`src/rtl/irq_ctrl.sv`:
```
// irq_ctrl: latches, masks and prioritises interrupt sources for one core,
// with a claim/complete register so each request is serviced exactly once.
module irq_ctrl #(
    parameter int NSRC = 8
) (
    input  logic            clk,
    input  logic            resetn,
    input  logic            sel,
    input  logic            we,
    input  logic [3:0]      addr,
    input  logic [31:0]     wdata,
    output logic [31:0]     rdata,
    input  logic [NSRC-1:0] irq_src,
    output logic            irq_out
);
    logic [NSRC-1:0] src_q, pending_q, pending_d, enable_q, enable_d;
    logic [NSRC-1:0] mode_q, mode_d, insvc_q, insvc_d, elig;
    logic            irq_q, irq_d;
    logic [7:0]      claim_id;
    logic            rd, wr, claim, w1c, complete;

    assign rd       = sel && !we;
    assign wr       = sel && we;
    assign claim    = rd && addr == 4'hC;
    assign w1c      = wr && addr == 4'h0;
    assign complete = wr && addr == 4'hC;
    assign irq_out  = irq_q;

    always_comb begin
        rdata = !rd             ? 32'd0 :
                addr == 4'h0    ? 32'(pending_q) :
                addr == 4'h4    ? 32'(enable_q) :
                addr == 4'h8    ? 32'(mode_q) :
                addr == 4'hC    ? 32'(claim_id) : 32'd0;
    end

    always_comb begin
        elig      = pending_q & enable_q & ~insvc_q;
        claim_id  = 8'd0;
        pending_d = pending_q;
        insvc_d   = insvc_q;
        for (int i = NSRC - 1; i >= 0; i--)
            if (elig[i]) claim_id = 8'(i + 1);
        enable_d = (wr && addr == 4'h4) ? wdata[NSRC-1:0] : enable_q;
        mode_d   = (wr && addr == 4'h8) ? wdata[NSRC-1:0] : mode_q;
        // In edge mode a fresh edge outranks both claim and W1C clears
        for (int i = 0; i < NSRC; i++) begin
            pending_d[i] = (mode_d[i] != mode_q[i]) ? 1'b0 :
                           !mode_q[i] ? irq_src[i] :
                           (irq_src[i] && !src_q[i]) ||
                           (pending_q[i] && !(w1c && wdata[i]) &&
                            !(claim && claim_id == 8'(i + 1)));
            insvc_d[i]   = (claim && claim_id == 8'(i + 1)) ||
                           (insvc_q[i] && !(complete && wdata[7:0] == 8'(i + 1)));
        end
        irq_d = |elig;
    end

    always_ff @(posedge clk or negedge resetn) begin
        if (!resetn) begin
            src_q     <= '0;
            pending_q <= '0;
            enable_q  <= '0;
            mode_q    <= '0;
            insvc_q   <= '0;
            irq_q     <= 1'b0;
        end else begin
            src_q     <= irq_src;
            pending_q <= pending_d;
            enable_q  <= enable_d;
            mode_q    <= mode_d;
            insvc_q   <= insvc_d;
            irq_q     <= irq_d;
        end
    end
endmodule
```
`config.mk`:
```
export PLATFORM = sky130hd
export DESIGN_NAME = irq_ctrl
export DESIGN_NICKNAME = d
export VERILOG_FILES = /design/src/rtl/irq_ctrl.sv
export SDC_FILE = /design/constraint.sdc
export NUM_CORES = 1
export LEC_CHECK = 0
export ABC_AREA = 1
export BUFFER_PORTS_ARGS = -buffer_cell sky130_fd_sc_hd__clkbuf_2
export CORE_MARGIN = 8
export CORE_UTILIZATION = 54
export CTS_CLUSTER_SIZE = 8
export DETAILED_ROUTE_END_ITERATION = 6
export GPL_TIMING_DRIVEN = 0
export PLACE_DENSITY = 0.85
export SLEW_MARGIN = 0
export SYNTH_ARGS = -nofsm -noshare
export SYNTH_HDL_FRONTEND = slang
export SYNTH_SLANG_ARGS = --single-unit
```
`constraint.sdc`:
```
create_clock -name clk -period 2.9 [get_ports clk]
set_clock_uncertainty 0.2 [all_clocks]
set_input_delay 0.145 -clock clk [delete_from_list [all_inputs] [get_ports clk]]
set_output_delay 0.145 -clock clk [all_outputs]
set_load 0.005 [all_outputs]
```
==> run summary <==
worst skew pair latency -> 0.30 ns
Post-CTS Setup Inserts -> 0
Global Route Usage Sum -> 18.62%
multi-input gate area in the final layout -> 1077 um2
pin count of the biggest net entering global routing -> 42
Pwr Density -> 491.9 nW/um2
GRT overflow -> 0
Post-Synth XOR/XNOR Area -> 1.838%
FF-to-FF setup slack -> 1.07 ns
Worst R2R Start -> pending_q[2]
port bufs -> 32
Root Driver -> clkbuf_8
Register Area -> 1026 um2
CP startpoint kind -> register
Peak VDD IR -> 0.3279 mV
final hold vios -> 0
Slowest-stage cell, CP -> dfrtp_1
CORE AREA -> 4294 um2
DIE WIDTH -> 82.42 um
fill count -> 374
register area share after synthesis -> 43.07%
maxcap violations -> 0
Vias/cell -> 5.029
die area -> 6793 um2
worst path cell trace -> nand3_1 -> nand2_1 -> nor2_1 -> nand2_1 -> nor2_1 -> nand2_1 -> a31oi_1 -> clkbuf_2
Worst Reg-to-Reg Cells -> 8
Critical Path Max Stage Delay -> 0.41 ns
Distinct cells, synth -> 31
fraction of layout cells with a size suffix above 1 -> 20.81%
outcome -> completed
CP Class -> register to output pin
DR iter-0 viols -> 234
Final Net Count -> 441
DRC -> 0
hold path startpoint -> wdata[0]
Clock transition at path regs -> 0.08 ns
# IOs -> 81
final non-filler cell total -> 446
DRT Pass-1 Iters -> 6
count leader, synth -> nand2_1
vias -> 2243
Pins Over Slew Limit -> 0
Initial Utilization -> 55.48%
HPWL after detailed placement -> 4574 um
Post-synth top cells -> 83 x nand2_1, 44 x inv_1, 41 x dfrtp_1
Max-slew headroom -> 31.42%
main combinational cell family by area after synthesis -> simple AND/OR/NAND/NOR gates
H-tree depth -> 2
initial antenna violation count -> 0
Cell Area, Synth -> 2382 um2
Max Fclk -> 479.6 MHz
Seq cells post-synth -> 41
area share of and/or/nand/nor cells after synthesis -> 23.00%
WL final -> 6109 um
worst path arrival time -> 1.74 ns
dpl cells -> 423
Hold Path Sink -> mode_q[0]
CTS buffer count -> 5
area leader, netlist -> dfrtp_1
crit path capture type -> output pin
WP data required -> 2.56 ns
Finish-stage setup viols -> 0
post-synthesis area per instance -> 7.539 um2
Clock Sink Count -> 41
Compound-Gate Fraction of Synth Area -> 15.65%
dominant synthesized flop cell -> dfrtp_1
unrepaired setup endpoints after global routing -> no
critical path fanouts, max -> 3
fin crit period -> 2.085 ns
YS warnings -> 0
period utilization -> 71.90%
terminus of the critical flop-to-flop path -> pending_q[3]
Routed WL per cell -> 13.70 um
first-pass GRT wire length -> 9639 um
min-delay worst type -> input pin to register
final antenna-violating net count -> 0
post-layout util -> 68.15%
post-CTS sizing -> 0
measured slew at the worst slew-check pin -> 1.029 ns
CTS tree -> done
CTS Hold Bufs -> 15
WHS -> 0.004613 ns
CP most frequent cell -> nand2_1
Synth Area in Adders -> 0%
Placer Congestion -> 0.9332
number of antenna cells inserted -> 0
clock buffer depth -> 2
vias in the first global route -> 2115
Leak -> 1.580 nW
Synth top area share -> 43.07%
Hold Path Stages -> 3
number of synthesized flops with an enable pin -> 0
Async SR Flop Fraction -> 100.0%
setup_tns -> 0 ns
synthesis-to-layout area growth -> 22.85%
post-synthesis mux area share -> 0.9454%
Cells after Synth -> 316
Rows -> 24
Die Height -> 82.42 um
synth top area cells -> dfrtp_1 43%, nand2_1 13%, buf_4 7.6%
-- cell usage in the layout (no fill, tap or decap) --
cell type      count
o21ai_0           27
nand4_1            1
nor4_1             1
a21oi_1           14
clkbuf_2          32
nor3_2             1
inv_1             44
conb_1            24
or3b_2             1
nor2_2             1
nor3_1             5
o22ai_1            1
buf_4             24
a31oi_1            4
o31ai_1            4
dfrtp_1           41
o21ai_1            6
dlygate4sd3_1     15
nand2_2            3
clkbuf_1           1
a21boi_0           1
nand3_2            1
o21ai_2            6
buf_2              1
inv_2              1
o2111ai_1          1
clkinv_2           2
nand2_1           83
clkbuf_8           5
nor2_1            25
buf_6              1
mux2_2             2
nor2_4             1
nand3_1            8
xor2_1             5
a211oi_1           1
-- worst max-delay path, delay by kind of cell, from the launching register on --
| family | cells | cell delay (ns) |
|---|---|---|
| AO/OA/AOI/OAI | 1 | 0.18 |
| buffers and inverters | 1 | 0.15 |
| flip-flops | 1 | 0.41 |
| AND/OR/NAND/NOR | 6 | 0.71 |
-- final cells by class --
type	instances	area share, %
plain buffers	26	6.712
inverters	45	5.772
repair buffers	47	10.60
clock buffers	6	2.480
multi-input cells	227	36.81
flip-flops and latches	41	35.06
well taps	52	2.223
clock inverters	2	0.3420
-- power by group --
group,internal [mW],switching (mW)
Clock,0.167,0.196
Sequential,0.663,0.0686
Combinational,0.149,0.195
Total,0.979,0.460
-- how the worst max path moves through the flow --
stage	end	slack (ns)	start	cells past startpoint
floorplan	pending_q[5]	1.41	enable_q[2]	8
global placement	pending_q[3]	1.03	sel	8
detailed placement	pending_q[3]	0.98	sel	8
CTS	rdata[3]	0.83	pending_q[2]	8
global route	rdata[0]	0.62	enable_q[6]	11
finish	rdata[3]	0.82	pending_q[2]	8
-- metrics by stage --
step	setup slack (ns)	power [mW]	area (um2)
6_report	0.8150	1.440	2927
5_1_grt	0.6209	1.530	2927
4_1_cts	0.8317	1.441	2927
3_5_place_dp	0.9833	1.064	2694
3_3_place_gp	1.031	1.048	2694
2_1_floorplan	1.405	0.9611	2469
-- logic make-up after synthesis --
group / after synthesis
compound gates: 65
xor+xnor: 5
buf+inv: 71
flops: 41
mux: 2
other cells: 1
simple gates: 131
-- registers in the layout (all words and copies together), names as in the netlist --
name	count
insvc_q	8
pending_q	8
enable_q	8
irq_out	1
src_q	8
mode_q	8
-- per-layer routing --
layer | GRT usage, % | vias up | share of wire [%]
met2 | 32.11 | 107 | 48
li1 | - | 1115 | -
met4 | 6.491 | 0 | 1.8
met3 | 4.221 | 11 | 8.8
met5 | 0 | - | 0
met1 | 22.19 | 1010 | 42
Power figures use the tool's default switching activity.
